File: src/rtl/instr_encoder_serializer_pkg.sv
// ---------------------------------------------------------------------------
// pkg_instr_dec
// Definitions shared by the group decoders and the instruction encoder:
//   - instr_group: group identifier carried alongside decoded fields
//   - per-group ID prefixes and opcode field widths
//   - group 2 opcode values and the two pair-opcode predicates, so the
//     decoder and the encoder agree on one list
//   - op_fits(): whether an opcode fits in its group's opcode field
// ---------------------------------------------------------------------------
package pkg_instr_dec;

  // Groups are numbered 1..5. Codes 0, 6 and 7 are unknown groups.
  typedef enum logic [2:0] {
    INSTR_G1 = 3'd1,
    INSTR_G2 = 3'd2,
    INSTR_G3 = 3'd3,
    INSTR_G4 = 3'd4,
    INSTR_G5 = 3'd5
  } instr_group;

  // Group ID prefixes, MSB-aligned in the high word.
  localparam logic [0:0] INSTR_G1_PREFIX = 1'b0;
  localparam logic [1:0] INSTR_G2_PREFIX = 2'b10;
  localparam logic [3:0] INSTR_G3_PREFIX = 4'b1100;
  localparam logic [3:0] INSTR_G4_PREFIX = 4'b1101;
  localparam logic [5:0] INSTR_G5_PREFIX = 6'b111000;

  // Opcode field widths per group.
  localparam int INSTR_G1_OP_W = 3;
  localparam int INSTR_G2_OP_W = 6;
  localparam int INSTR_G3_OP_W = 2;
  localparam int INSTR_G4_OP_W = 4;
  localparam int INSTR_G5_OP_W = 3;

  // Word emitted for an unknown group when error checking is disabled.
  localparam logic [15:0] INSTR_UNKNOWN_WORD = 16'hF000;

  // Group 2 opcodes that take register pairs.
  localparam logic [5:0] instr_g2_op_invp  = 6'h10;
  localparam logic [5:0] instr_g2_op_negp  = 6'h11;
  localparam logic [5:0] instr_g2_op_lslp  = 6'h12;
  localparam logic [5:0] instr_g2_op_lsrp  = 6'h13;
  localparam logic [5:0] instr_g2_op_asrp  = 6'h14;
  localparam logic [5:0] instr_g2_op_rolp  = 6'h15;
  localparam logic [5:0] instr_g2_op_rorp  = 6'h16;
  localparam logic [5:0] instr_g2_op_rolcp = 6'h17;
  localparam logic [5:0] instr_g2_op_rorcp = 6'h18;
  localparam logic [5:0] instr_g2_op_cpyp  = 6'h19;
  localparam logic [5:0] instr_g2_op_swp   = 6'h1A;
  localparam logic [5:0] instr_g2_op_call  = 6'h1B;
  localparam logic [5:0] instr_g2_op_ldr   = 6'h20;
  localparam logic [5:0] instr_g2_op_str   = 6'h21;

  // ra names an even/odd register pair for these opcodes.
  function automatic logic is_g2_ra_pair_op(input logic [5:0] op);
    case (op)
      instr_g2_op_invp, instr_g2_op_negp, instr_g2_op_lslp, instr_g2_op_lsrp,
      instr_g2_op_asrp, instr_g2_op_rolp, instr_g2_op_rorp, instr_g2_op_rolcp,
      instr_g2_op_rorcp, instr_g2_op_cpyp, instr_g2_op_swp, instr_g2_op_call:
        return 1'b1;
      default:
        return 1'b0;
    endcase
  endfunction

  // rb names an even/odd register pair for these opcodes.
  function automatic logic is_g2_rb_pair_op(input logic [5:0] op);
    case (op)
      instr_g2_op_cpyp, instr_g2_op_swp, instr_g2_op_ldr, instr_g2_op_str:
        return 1'b1;
      default:
        return 1'b0;
    endcase
  endfunction

  // True when grp is known and op has no set bits above its field width.
  function automatic logic op_fits(input instr_group grp, input logic [5:0] op);
    case (grp)
      INSTR_G1: return op[5:INSTR_G1_OP_W] == '0;
      INSTR_G2: return 1'b1;
      INSTR_G3: return op[5:INSTR_G3_OP_W] == '0;
      INSTR_G4: return op[5:INSTR_G4_OP_W] == '0;
      INSTR_G5: return op[5:INSTR_G5_OP_W] == '0;
      default:  return 1'b0;
    endcase
  endfunction

endpackage

File: src/rtl/instr_hi_word_packer.sv
// ---------------------------------------------------------------------------
// instr_hi_word_packer
// Combinational packing of a group and its decoded fields into the high
// (first) instruction word. Excess input bits are truncated.
// Ports:
//   group     in  instr_group  group of the held instruction
//   opcode    in  6            opcode (low bits per group are used)
//   ra_index  in  4            ra / ra pair index
//   rb_index  in  4            rb (G2) or rbp (G3, G5)
//   rc_index  in  3            rcp (G3)
//   imm8      in  8            immediate for G1 and G4
//   hi_word   out 16           packed high word; 16'hF000 for unknown groups
// ---------------------------------------------------------------------------
module instr_hi_word_packer
  import pkg_instr_dec::*;
(
  input  instr_group  group,
  input  logic [5:0]  opcode,
  input  logic [3:0]  ra_index,
  input  logic [3:0]  rb_index,
  input  logic [2:0]  rc_index,
  input  logic [7:0]  imm8,
  output logic [15:0] hi_word
);

  logic [3:0] ra_f;
  logic [3:0] rb_f;

  // NOTE: every variable written here gets a default first, so no path
  // leaves a value unassigned and no latch is inferred.
  always_comb begin
    ra_f    = ra_index;
    rb_f    = rb_index;
    hi_word = INSTR_UNKNOWN_WORD;

    // Pair operands address the even register of the pair.
    if (is_g2_ra_pair_op(opcode)) ra_f = {ra_index[2:0], 1'b0};
    if (is_g2_rb_pair_op(opcode)) rb_f = {rb_index[2:0], 1'b0};

    case (group)
      INSTR_G1: hi_word = {INSTR_G1_PREFIX, opcode[2:0], ra_index, imm8};
      INSTR_G2: hi_word = {INSTR_G2_PREFIX, opcode, ra_f, rb_f};
      INSTR_G3: hi_word = {INSTR_G3_PREFIX, opcode[1:0], ra_index,
                           rb_index[2:0], rc_index};
      INSTR_G4: hi_word = {INSTR_G4_PREFIX, opcode[3:0], imm8};
      INSTR_G5: hi_word = {INSTR_G5_PREFIX, opcode[2:0], ra_index,
                           rb_index[2:0]};
      default:  hi_word = INSTR_UNKNOWN_WORD;
    endcase
  end

endmodule

File: src/rtl/instr_encoder_serializer.sv
// ---------------------------------------------------------------------------
// instr_encoder_serializer
// Packs a group plus decoded fields into 16-bit instruction words and emits
// them one word per beat over a valid/ready stream. G5 emits two words: the
// high word, then the 16-bit immediate. Accepted fields are captured in hold
// registers; outputs depend only on those registers and the FSM state.
//
// Optional build macro: INSTR_ENC_ERR_CHECK_EN
//   defined   - unknown groups and oversize opcodes are consumed without
//               emitting a word, and err_pulse fires the cycle after accept
//   undefined - unknown groups emit 16'hF000, oversize opcodes truncate,
//               and err_pulse does not exist
//
// Ports:
//   clk, reset_n           clock (rising edge), async active-low reset
//   in_valid / in_ready    request handshake
//   in_group .. in_imm     request fields
//   out_valid / out_ready  word handshake
//   out_word               instruction word
//   out_first / out_last   word is first / last of its instruction
//   err_pulse              one-cycle error flag (macro builds only)
// ---------------------------------------------------------------------------
module instr_encoder_serializer
  import pkg_instr_dec::*;
(
  input  logic        clk,
  input  logic        reset_n,
  input  logic        in_valid,
  output logic        in_ready,
  input  instr_group  in_group,
  input  logic [5:0]  in_opcode,
  input  logic [3:0]  in_ra_index,
  input  logic [3:0]  in_rb_index,
  input  logic [2:0]  in_rc_index,
  input  logic [15:0] in_imm,
  output logic        out_valid,
  input  logic        out_ready,
  output logic [15:0] out_word,
  output logic        out_first,
  output logic        out_last
`ifdef INSTR_ENC_ERR_CHECK_EN
  ,
  output logic        err_pulse
`endif
);

  typedef enum logic [1:0] {
    S_IDLE = 2'd0,
    S_HI   = 2'd1,
    S_LO   = 2'd2
  } enc_state_e;

  enc_state_e  state;
  instr_group  hold_grp;
  logic [5:0]  hold_op;
  logic [3:0]  hold_ra;
  logic [3:0]  hold_rb;
  logic [2:0]  hold_rc;
  logic [15:0] hold_imm;
  logic [15:0] hi_word;

  logic accept;     // request handshake this cycle
  logic flagged;    // accepted request is malformed (macro builds only)
  logic accept_ok;  // accepted request that will emit words
  logic out_fire;   // word handshake this cycle

  instr_hi_word_packer u_packer (
    .group    (hold_grp),
    .opcode   (hold_op),
    .ra_index (hold_ra),
    .rb_index (hold_rb),
    .rc_index (hold_rc),
    .imm8     (hold_imm[7:0]),
    .hi_word  (hi_word)
  );

  // Output decode from state and hold registers only.
  assign out_valid = (state != S_IDLE);
  assign out_first = (state == S_HI);
  assign out_last  = ((state == S_HI) && (hold_grp != INSTR_G5)) ||
                     (state == S_LO);
  assign out_word  = (state == S_HI) ? hi_word  :
                     (state == S_LO) ? hold_imm : 16'h0000;

  assign out_fire  = out_valid && out_ready;
  // A new request may enter as the last word of the current one leaves.
  assign in_ready  = (state == S_IDLE) || (out_fire && out_last);
  assign accept    = in_valid && in_ready;

`ifdef INSTR_ENC_ERR_CHECK_EN
  assign flagged   = !op_fits(in_group, in_opcode);
`else
  assign flagged   = 1'b0;
`endif
  assign accept_ok = accept && !flagged;

  // NOTE: sequential state uses non-blocking assignments so every register
  // samples pre-edge values regardless of statement order.
  always_ff @(posedge clk or negedge reset_n) begin
    if (!reset_n) begin
      state    <= S_IDLE;
      // NOTE: the hold registers are reset too, so the datapath never
      // carries X into the packer even though IDLE masks out_word.
      hold_grp <= INSTR_G1;
      hold_op  <= '0;
      hold_ra  <= '0;
      hold_rb  <= '0;
      hold_rc  <= '0;
      hold_imm <= '0;
    end else begin
      if (accept) begin
        hold_grp <= in_group;
        hold_op  <= in_opcode;
        hold_ra  <= in_ra_index;
        hold_rb  <= in_rb_index;
        hold_rc  <= in_rc_index;
        hold_imm <= in_imm;
      end

      case (state)
        S_IDLE: if (accept_ok) state <= S_HI;
        S_HI: begin
          if (out_fire) begin
            if (hold_grp == INSTR_G5) state <= S_LO;
            else                      state <= accept_ok ? S_HI : S_IDLE;
          end
        end
        S_LO: if (out_fire) state <= accept_ok ? S_HI : S_IDLE;
        default: state <= S_IDLE;
      endcase
    end
  end

`ifdef INSTR_ENC_ERR_CHECK_EN
  always_ff @(posedge clk or negedge reset_n) begin
    if (!reset_n) err_pulse <= 1'b0;
    else          err_pulse <= accept && flagged;
  end
`endif

endmodule
File: config.mk
export PLATFORM = sky130hd
export DESIGN_NAME = instr_encoder_serializer
export DESIGN_NICKNAME = d
export VERILOG_FILES = /design/src/rtl/instr_encoder_serializer_pkg.sv /design/src/rtl/instr_hi_word_packer.sv /design/src/rtl/instr_encoder_serializer.sv
export SDC_FILE = /design/constraint.sdc
export NUM_CORES = 1
export LEC_CHECK = 0
export CAP_MARGIN = 20
export CORE_UTILIZATION = 25
export CTS_BUF_LIST = sky130_fd_sc_hd__clkbuf_4 sky130_fd_sc_hd__clkbuf_8
export DETAILED_ROUTE_END_ITERATION = 10
export HOLD_SLACK_MARGIN = 0.08
export PLACE_DENSITY_LB_ADDON = 0.1
export SYNTH_ARGS = -nofsm -noshare
export SYNTH_HDL_FRONTEND = slang
export SYNTH_HIERARCHICAL = 1
export SYNTH_SLANG_ARGS = --single-unit
File: constraint.sdc
create_clock -name clk -period 4.69 [get_ports clk]
set_input_delay 0.7035 -clock clk [delete_from_list [all_inputs] [get_ports clk]]
set_output_delay 0.7035 -clock clk [all_outputs]
set_load 0.01 [all_outputs]
### After elaboration in Yosys (flattened, before gate mapping)

Memory sizes are Yosys's and may differ from the RTL's.
Index checks and enable logic that the tools add are counted.

| operators by class | value |
|---|---|
| equal/unequal tests | 15 |
| muxes and demuxes | 13 |
| reductions and logical operators | 10 |

Operators with widths:

| kind | count |
|---|---|
| 16-bit one-hot mux with 5 select lines | 1 |
| 16-bit two-way mux | 2 |
| 6-bit by 5-bit == test with 1-bit output, second input constant | 2 |
| 6-bit == test, second input constant | 2 |
| 2-bit two-way mux | 4 |
| 4-bit two-way mux | 2 |
| 3-bit by 2-bit == test with 1-bit output, second input constant | 2 |
| 3-bit == test, second input constant | 2 |
| 2-bit one-hot mux with 3 select lines | 1 |
| 1-bit logical AND | 4 |
| 2-bit inequality test, second input constant | 2 |
| 4-bit OR reduction | 1 |
| 3-bit by 1-bit == test with 1-bit output, second input constant | 1 |
| 1-bit two-way mux | 3 |
| 3-bit inequality test, second input constant | 1 |
| 3-bit AND reduction | 1 |
| 2-bit by 1-bit == test with 1-bit output, second input constant | 1 |
| 2-bit == test, second input constant | 1 |
| 2-bit logical NOT | 1 |
| 1-bit logical OR | 2 |
| 2-bit by 1-bit inequality test with 1-bit output, second input constant | 1 |
| 2-bit nonzero test | 1 |

| storage, ports and cells | value |
|---|---|
| register bits after elaboration | 38 |
| output and inout port bits | 20 |
| memories kept | 1 |
| bits in read-only memories | 32 |

Memory list:

| name | depth | bits a word | rd ports | clocked after memory_dff | write ports | line | RTL |
|---|---|---|---|---|---|---|---|
| (no name shown) | 32 | 1 | 1 | 0 | 0 | instr_encoder_serializer_pkg.sv:56 | `case (op)` |

### Depth between registers and ports, before layout

Gate-level depths: netlist of the first run.

| logic depth | value |
|---|---|
| depth in word-level cells | 10 |
| mapped depth | 8 |
| gate-level depth less buffers | 7 |

### By module

Netlist of the first run, hierarchy kept.

Modules (own cells, without submodules):

| module | cells an instance | area each (sq um) | instances |
|---|---|---|---|
| instr_encoder_serializer | 115 | 1,687.9 | 1 |
| instr_hi_word_packer | 120 | 803.3 | 1 |

### Worst setup path before layout of the first run

OpenSTA, ideal clock, no wires.

| path | value |
|---|---|
| path type | reg-to-output |
| start point | register hold_grp[1] |
| end point | output port out_word[1] |
| slack | 1.897 ns |
| path buffers | 2 |
| data required time | 3.987 ns |
| arrival | 2.090 ns |
| stages on the path, launching flop included | 9 |
| path through | dfrtp_1 buf_2 inv_1 ha_1 buf_1 nor2_1 a31o_1 a221o_1 a22o_1 |

| on the way | value |
|---|---|
| longest elaborated chain between the ends | 3 |

Ends and longest elaborated chain:

| element | line | RTL |
|---|---|---|
| start, declared | instr_encoder_serializer.sv:54 | `instr_group hold_grp;` |
| start signal, assigned | instr_encoder_serializer.sv:112 | `hold_grp <= in_group;` |
| 3-bit == test (tied with other cells) | instr_hi_word_packer.sv:40 | `case (group)` |
| 16-bit one-hot mux with 5 select lines * | instr_hi_word_packer.sv:40 |  |
| via hi_word[1] | instr_encoder_serializer.sv:60 | `logic [15:0] hi_word;` |
| 16-bit two-way mux * | instr_encoder_serializer.sv:82 | `assign out_word = (state == S_HI) ? hi_word :` |
| end, declared | instr_encoder_serializer.sv:38 | `output logic [15:0] out_word,` |

Mark *: on every way through the listed nets, which the timed path passes. The rest lies on a longest branch.

### Worst setup path in the final report of the first run

| path | value |
|---|---|
| start point | register hold_grp[2] |
| end point | output port out_word[1] |

Same word-level chain as after synthesis.

==> out/summary.txt, run 1 <==
largest net degree at the start of global routing -> 39
area delta synth->final -> 31.2%
GRT overflow -> 0
WP data required -> 3.99 ns
RR Startpoint -> hold_grp[0]$_DFFE_PN1N_
CTS buffer count -> 5
Bufs on Longest Clock Path -> 2
Post-DP Area -> 3170 um2
#FFs+latches synth -> 38
final wirelength -> 7.27 mm
hold_ws -> 0.513 ns
most frequent cells in the layout -> 58 x clkdlybuf4s50_1, 39 x mux2_2, 37 x dfrtp_1
height of the die -> 102 um
DP Wirelength -> 4.97 mm
Reg power frac -> 34.2%
Startpoint Class -> flop
clock skew -> 0.00722 ns
Clk pwr share -> 14.4%
vias in the first global route -> 2149
initial DRC count -> 113
Resized Gates After CTS -> 0
total clock sinks -> 38
nets -> 328
Net Count, Synth -> 276
Netlist Area Pre-Place -> 2490 um2
Port Buffers -> 59
Pwr Total -> 1.72 mW
via count -> 2093
most common cell after layout, fill and taps aside -> clkdlybuf4s50_1
Final Hold Fails -> 0
total die area -> 10400 um2
beginning of the critical path -> hold_grp[2]$_DFFE_PN0N_
initial antenna violation count -> 0
Fmax -> 0.260 GHz
GRT Overall Usage -> 14.6%
hold_sp -> hold_imm[14]$_DFFE_PN0N_
switching fraction of total power -> 39.6%
period utilisation layout -> 81.9%
Netlist cell types -> 51
DRT antenna net count -> 0
minimum clock period -> 3.84 ns
ys async rst share -> 100%
Hold-fix buffers, CTS -> 0
Routed wire per std cell -> 17.3 um
Max Cap Viol -> 0
H-tree levels -> 2
Root Driver -> clkbuf_8
arrival time at the worst endpoint -> 3.14 ns
Post-synth EDFFs -> 0
CTS tree -> done
Psw -> 680 uW
Critical Path Sink Type -> output port
main flop type after synthesis -> dfrtp_1
Hold Path Class -> reg -> reg
final instance area -> 3270 um2
Setup TNS -> 0 ns
antenna cells -> 0
Int Pwr -> 1.04 mW
share of cells above drive strength 1 -> 20.8%
Syn Area/Cell -> 10.6 um2
Floorplan Core Area -> 9730 um2
boundary pin count -> 60
status -> completed
crit-path max FO -> 16
Clock Latency Late Sink -> 0.29 ns
CTS clock-pin slew for the worst setup and hold paths -> 0.08 ns
RSZ-0062 raised after global routing -> no
Die Wd -> 102 um
row count -> 36
routability-driven placement congestion ratio -> 0.796
Max-slew headroom -> 39.0%
synth warn -> 6
Slew @ Worst Pin -> 0.916 ns
Remaining DRCs -> 0
setup bufs post-CTS -> 0
Slew Viols, Final -> 0
LEAKAGE -> 1.25 nW
VDD IR max -> 0.152 mV
Comb pwr share -> 51.5%
worst setup path class -> reg -> out
Synth Instances -> 235
first-pass GRT wire length -> 11.2 mm
fraction of the yosys area taken by sequential cells -> 38.2%
Post-Route Utilization -> 33.6%
Starting Density -> 25.6%
DR pass1 iterations -> 4
power density over the cells -> 525 nW/um2
DR vias/cell -> 4.97
# setup viols final -> 0
routing by layer:
layer  track usage [%]  share of wire [%]
met2              24.8                 48
met5                 0                  0
met3              2.53                5.5
met4              5.60                1.7
met1              18.3                 45
critical path: stages (launching register included):
cell,delay (ns)
dfrtp_1,0.54
ha_1,0.64
inv_1,0.17
a32o_1,0.28
a31o_1,0.22
a221o_1,0.30
a22o_1,0.22
clkdlybuf4s50_1,0.47
state kept, by name (all words and copies together) (netlist names):
register and cells:
hold_op 6, hold_grp 3, state 2, hold_rc 3, hold_ra 4, hold_rb 4, hold_imm 16
power groups by stage:
stage	clock, mW	sequential (mW)	combinational [mW]
floorplan	0	0.504	0.641
global placement	0	0.592	0.885
detailed placement	0	0.594	0.886
CTS	0.259	0.587	0.891
global route	0.274	0.610	0.968
finish	0.247	0.587	0.884
cell families after synthesis:
group	count (synthesis)	synth area share [%]
muxes	42	18.8
DFF	38	38.2
buffers and inverters	23	4.82
AOI/OAI and AO/OA	76	24.2
adders and majority gates	1	0.502
xor gates and xnor gates	1	0.352
and+or+nand+nor	54	13.1
final timing paths:
| check | slack [ns] | cells past startpoint | to |
|---|---|---|---|
| min in group asynchronous | 0.54 | 1 | hold_imm[6]$_DFFE_PN0N_ |
| max in group asynchronous | 3.58 | 1 | hold_rb[0]$_DFFE_PN0N_ |
| hold / removal | 0.51 | 1 | hold_imm[14]$_DFFE_PN0N_ |
| hold reg to reg | 0.51 | 1 | hold_imm[14]$_DFFE_PN0N_ |
| setup / recovery | 0.85 | 7 | out_word[1] |
| setup reg to reg | 2.55 | 4 | hold_op[1]$_DFFE_PN0N_ |
cell type report:
cell class | count | area [um2]
Clock buffer | 7 | 90.1
Clock inverter | 1 | 5.00
Fill cell | 1031 | 6460
Inverter | 5 | 18.8
Multi-Input combinational cell | 174 | 1420
Sequential cell | 38 | 952
Tap cell | 133 | 166
Timing Repair Buffer | 63 | 616
cell usage after synthesis (2+ instances only):
| master | count | area, um2 |
|---|---|---|
| a221o_1 | 2 | 20.0 |
| o21ai_0 | 10 | 50.1 |
| a2bb2oi_1 | 2 | 17.5 |
| a21boi_0 | 3 | 22.5 |
| and2_1 | 2 | 12.5 |
| nand2_1 | 10 | 37.5 |
| inv_1 | 5 | 18.8 |
| a22o_1 | 21 | 184 |
| a21o_1 | 6 | 45.0 |
| nor2_1 | 7 | 26.3 |
| and3_1 | 3 | 18.8 |
| buf_1 | 2 | 7.51 |
| o2bb2ai_1 | 3 | 26.3 |
| nor4b_1 | 3 | 26.3 |
| and3b_1 | 2 | 17.5 |
| o221ai_1 | 2 | 17.5 |
| nor2b_1 | 6 | 37.5 |
| a31oi_1 | 3 | 18.8 |
| a21oi_1 | 10 | 50.1 |
| clkbuf_1 | 4 | 15.0 |
| mux2_2 | 39 | 439 |
| a22oi_1 | 6 | 45.0 |
| buf_6 | 3 | 33.8 |
| mux2i_1 | 3 | 30.0 |
| or3b_2 | 2 | 17.5 |
| dfrtp_1 | 37 | 926 |
| buf_2 | 8 | 40.0 |
| nand3_1 | 4 | 20.0 |
| nand2b_1 | 4 | 25.0 |
| nand4b_1 | 2 | 17.5 |
metrics by stage:
| stage | instances | setup slack [ns] |
|---|---|---|
| 2_1_floorplan | 235 | 1.90 |
| 3_3_place_gp | 413 | 1.22 |
| 3_5_place_dp | 413 | 1.20 |
| 4_1_cts | 421 | 0.848 |
| 5_1_grt | 421 | 0.675 |
| 6_report | 421 | 0.847 |
(Power assumes the default switching activity.)
==> run 2, diff against run 1 <==
- clock period: 4.69 -> 3.3 ns (I/O delays scaled with it)
==> run 2 against run 1 <==
Net effect:
- setup slack worse by 0.73 ns
- combinational power increased by 54%
- routed wire length is 2.3% lower
- worst hold slack got worse by 0.18 ns
- flip-flop and latch count unchanged
- sequential power increased by 36%
- core utilization grew 0.76 points
- clock-buffer cell count did not move
- sequential share of layout area decreased by 0.64 points
- first-iteration DRC count fell by 27%
- power increased by 46%
- via count increased by 0.96%
==> out/summary.txt, run 2 (synthesized netlist as in run 1, its figures left out) <==
Buf+Inv Stages, Crit Path -> 2
Startpoint Class -> flop
Multi-input gate area -> 1440 um2
height of the die -> 102 um
Largest Register -> hold_imm
setup bufs post-CTS -> 0
Fmax -> 0.314 GHz
share of cells above drive strength 1 -> 23.1%
max reg flops -> 16
post-place setup slack -> 0.354 ns
final wirelength -> 7.10 mm
RSZ-0062 raised after global routing -> yes
initial antenna violation count -> 0
LEAKAGE -> 1.29 nW
min setup slack post-route -> 0.117 ns
GRT overflow -> 0
critical path's top delay family -> compound AO/OA/AOI/OAI gates
Port Buffers -> 59
CTS buffer count -> 5
VDD IR max -> 0.248 mV
Bufs on Longest Clock Path -> 2
clock skew -> 0.00788 ns
total clock sinks -> 38
nets -> 335
antenna cells -> 0
period utilisation layout -> 96.5%
Hold Path Class -> in -> async
Max Cap Viol -> 0
Pwr Total -> 2.50 mW
# setup viols final -> 0
first-pass GRT wire length -> 11.1 mm
most frequent cells in the layout -> 58 x clkdlybuf4s50_1, 39 x mux2_2, 37 x dfrtp_1
largest net degree at the start of global routing -> 39
WP data required -> 2.80 ns
Root Driver -> clkbuf_8
arrival time at the worst endpoint -> 2.69 ns
Slew Viols, Final -> 0
boundary pin count -> 60
DR pass1 iterations -> 4
most common cell after layout, fill and taps aside -> clkdlybuf4s50_1
RR Startpoint -> hold_grp[2]$_DFFE_PN0N_
H-tree levels -> 2
CTS clock-pin slew for the worst setup and hold paths -> 0.08 ns
power density over the cells -> 749 nW/um2
Post-Route Utilization -> 34.4%
total die area -> 10400 um2
Routed wire per std cell -> 16.6 um
register area -> 952 um2
row count -> 36
via count -> 2113
crit-path max FO -> 30
Die Wd -> 102 um
worst setup path class -> reg -> out
Remaining DRCs -> 0
Critical Path Sink Type -> output port
CTS tree -> done
GRT Overall Usage -> 14.0%
minimum clock period -> 3.18 ns
Largest regs -> hold_imm (16), hold_op (6)
status -> completed
DR vias/cell -> 4.94
Floorplan Core Area -> 9730 um2
vias in the first global route -> 2135
beginning of the critical path -> hold_grp[2]$_DFFE_PN0N_
area delta synth->final -> 34.2%
Max-slew headroom -> 41.2%
crit-path cells -> buf_6 > or3b_2 > a2111oi_4 > a221o_1 > a22o_1 > clkdlybuf4s50_1
slowest stage delay, CP -> 0.53 ns
fillcell total -> 1024
Slew @ Worst Pin -> 0.882 ns
DP Wirelength -> 5.05 mm
routability-driven placement congestion ratio -> 0.751
DRT antenna net count -> 0
slowest CP cell -> or3b_2
Clock Latency Late Sink -> 0.29 ns
Starting Density -> 25.6%
initial DRC count -> 83
Final Hold Fails -> 0
[run 2: cell count changes in the layout (fill, tap and decap cells not counted)]
| cell | before | now |
|---|---|---|
| a21oi_1 | 10 | 9 |
| buf_6 | 0 | 2 |
| ha_1 | 1 | 0 |
| a21oi_2 | 0 | 1 |
| nor2b_1 | 5 | 6 |
| nor2b_2 | 1 | 0 |
| buf_4 | 4 | 9 |
| ha_4 | 0 | 1 |
[run 2: what timing repair did]
action                     in CTS  in global routing
hold buffers                    0                  0
setup endpoints to repair       0                  8
resized for setup               0                  5
[run 2: area by class of cell]
type,instances,share of cell area [%]
clock buffer,7,2.69
clock inverter,1,0.150
inverter,5,0.561
multi-input combinational,174,42.9
sequential,38,28.5
tap,133,4.98
timing repair buffer,70,20.2
[run 2: routing by layer]
| metal | wire length, um | track usage, % | vias up |
|---|---|---|---|
| li1 | - | - | 1007 |
| met2 | 3600 | 23.7 | 44 |
| met1 | 3240 | 18.8 | 1060 |
| met3 | 239 | 2.46 | 2 |
| met4 | 31 | 2.75 | 0 |
| met5 | 0 | 0 | - |
[run 2: worst paths after layout]
check	slack [ns]	cells after the start	to
max in group asynchronous	2.42	1	hold_rb[0]$_DFFE_PN0N_
worst max register to register	1.46	5	hold_rb[3]$_DFFE_PN0N_
worst min register to register	0.52	1	hold_rc[2]$_DFFE_PN0N_
worst min-delay path	0.33	1	hold_imm[6]$_DFFE_PN0N_
min in group clk	0.52	1	hold_rc[2]$_DFFE_PN0N_
worst max-delay path	0.12	6	out_word[2]
[run 2: where the power goes]
group / total [mW] / switching (mW) / leakage [nW] / internal (mW)
registers: 0.797 / 0.182 / 0.443 / 0.616
logic: 1.36 / 0.620 / 0.794 / 0.741
clock network: 0.347 / 0.170 / 0.0517 / 0.177
[run 2: through the flow]
stage,instances,hold WS (ns),instance area (um2),setup TNS (ns)
after floorplan,235,0.199,2490,0
after global placement,420,0.492,3220,0
after detailed placement,420,0.498,3220,0
after CTS,428,0.362,3320,0
after global routing,428,0.389,3340,-0.00145
final,428,0.329,3340,0
==> run 3, diff against run 2 <==
- SLEW_MARGIN: default -> 25
==> results of run 3 <==
No change in the layout: final DEF, timing and power equal those of run 2.
==> RTL change, RTL diff (flow settings as in run 1) <==
The option `INSTR_ENC_ERR_CHECK_EN` is turned on by a define.
--- a/src/rtl/instr_encoder_serializer.sv
+++ b/src/rtl/instr_encoder_serializer.sv
@@ -20,6 +20,8 @@
 //   out_first / out_last   word is first / last of its instruction
 //   err_pulse              one-cycle error flag (macro builds only)
 // ---------------------------------------------------------------------------
+`define INSTR_ENC_ERR_CHECK_EN
+
 module instr_encoder_serializer
   import pkg_instr_dec::*;
 (
Formal check against the unedited RTL (old outputs only; new: err_pulse): not equivalent (a bounded check fails within 4 cycles, from zero or initial values and one cycle with reset_n low).
==> RTL change against run 1 <==
Cell area up 3.9%; routed wire length up 2.1%; global-route usage about the same; sequential cell count up 1; die area up 2.7%; non-clock buffer count up 1; synthesized area up 2.7%; via count up 4.5%; core utilization up 0.82 points; hold slack better by 0.00099 ns; power down 24%; highest routed layer unchanged; worst setup slack better by 0.16 ns.
==> RTL change: results (changes against run 1) <==
[status]
status = finished, final reports clean

[final_layout]
reg_top3 = hold_imm x16, hold_op x6
n_antenna_cell = 0  ; unchanged
nets = 339  ; +3.4%
drive_above_1_share_pct = 20.07  ; -0.77 points

[worst_setup_path]
cp_top_family = compound AO/OA/AOI/OAI gates
cp_slowest_cell = ha_1
crit_arrival_ns = 2.98  ; -0.16 ns
critical_path.max_fanout = 13  ; -3
worstSetupStartpoint = hold_grp[1]
slowest_delay_ns = 0.59  ; -0.05 ns
rr_startpoint = hold_grp[2]

[power]
p_leak_nw = 1.322  ; +5.4%
ir_drop_uv = 113.2  ; -25%
p_sw_share_pct = 33.65  ; -5.9 points

[synth]
async_flop_share_pct = 100.0  ; unchanged
synthTopCellsByArea = dfrtp_1, mux2_2, a22o_1, o21ai_0, a22oi_1
synth_warnings = 6  ; unchanged
synthCells = 244  ; +3.8%
synth_common_cells = dfrtp_1, mux2_2, a22o_1, nand2_1, o21ai_0
syn_nets = 285  ; +3.3%
ys_seq_area_share_pct = 38.19  ; about the same

[worst_hold_path]
holdCritPathClass = reg2reg
worstHoldStart = hold_imm[10]

[cts]
cts_setup_buffers = 0  ; unchanged
post_cts_resize_count = 0  ; unchanged
cts_max_path_buffers = 2  ; unchanged
clkLatencyLatePin_ns = 0.29  ; about the same
cts_root_buffer = clkbuf_8
h-tree-depth = 2  ; unchanged
cts-buffers-inserted = 5  ; unchanged
path_clk_slew_ns = 0.09

[global_routing]
grt_pass1_wl_um = 11450  ; +1.8%
grt_max_degree = 40  ; +2.6%
grt_usage_pct = 14.54  ; -0.018 points
antenna_found_initial = 0  ; unchanged
grt_pass1_vias = 2083  ; -3.1%

[timing]
skew_ns = 0.01457  ; +0.007354 ns
worstMarginPinSlew_ns = 0.9070  ; -0.008564 ns

[placed_design]
placed_cells = 424  ; +2.7%
globalplace.congestion = 0.8455  ; +6.3%
place_ws_ns = 1.351  ; +0.1489 ns
dpl.hpwl_um = 5317  ; +7.0%
portBuffers = 60  ; +1.7%

[route]
routedWlPerCell_um = 17.19  ; -0.47%
drt_iter0_drc = 165  ; +46%
via_per_inst = 5.063  ; +1.8%
via_count = 2187  ; +4.5%

-- RTL change: final timing paths --
check | end | slack [ns] | depth (start not counted)
max | out_word[2] | 1.00 | 8
min | hold_imm[10] | 0.51 | 1
max reg2reg | hold_ra[2] | 2.14 | 6
min reg2reg | hold_imm[10] | 0.51 | 1
max in group asynchronous | hold_op[0] | 3.59 | 1
min in group asynchronous | hold_imm[8] | 0.54 | 1
-- RTL change: metrics by stage --
stage	area, um^2	hold slack [ns]	utilization [%]	power [W]
detailed placement	3259	0.4979	33.04	0.0009681
finish	3396	0.5138	34.42	0.001308
global placement	3259	0.4928	33.04	0.0009686
global route	3396	0.5373	34.42	0.001390
CTS	3396	0.5188	34.42	0.001321
floorplan	2559	0.4079	-	0.0007869
-- RTL change: power by group through the flow --
stage	sequential (W)	clock [W]	combinational [W]
floorplan	0.000442	0	0.000344
global placement	0.000486	0	0.000482
detailed placement	0.000486	0	0.000482
CTS	0.000480	0.000357	0.000484
global route	0.000493	0.000371	0.000526
finish	0.000480	0.000346	0.000482
-- RTL change: routing by layer --
layer	GRT usage (%)	vias up	wire, um
li1	-	1036	-
met1	19.92	1066	3540
met2	23.33	79	3404
met3	3.254	6	420
met4	3.250	0	61
met5	0	-	0
-- RTL change: layout make-up --
cell class	count	area [um^2]
multi-input cells	184	1475
well taps	133	166.4
fillers	1018	6469
inverters	4	15.01
flip-flops and latches	39	977.2
clock buffers	6	76.32
repair buffers	64	625.6
clock inverters	2	60.06
-- RTL change: logic make-up (layout without fill, tap and decap cells) --
group	count (synthesis)	after routing	synth area share (%)
AO/OA/AOI/OAI	80	80	24.79
XOR/XNOR	1	1	0.3424
adder cells (fa/ha/maj)	1	1	0.4889
buffers and inverters	21	76	4.254
flip-flops	39	39	38.19
multiplexers	42	42	18.63
AND/OR/NAND/NOR	60	60	13.30
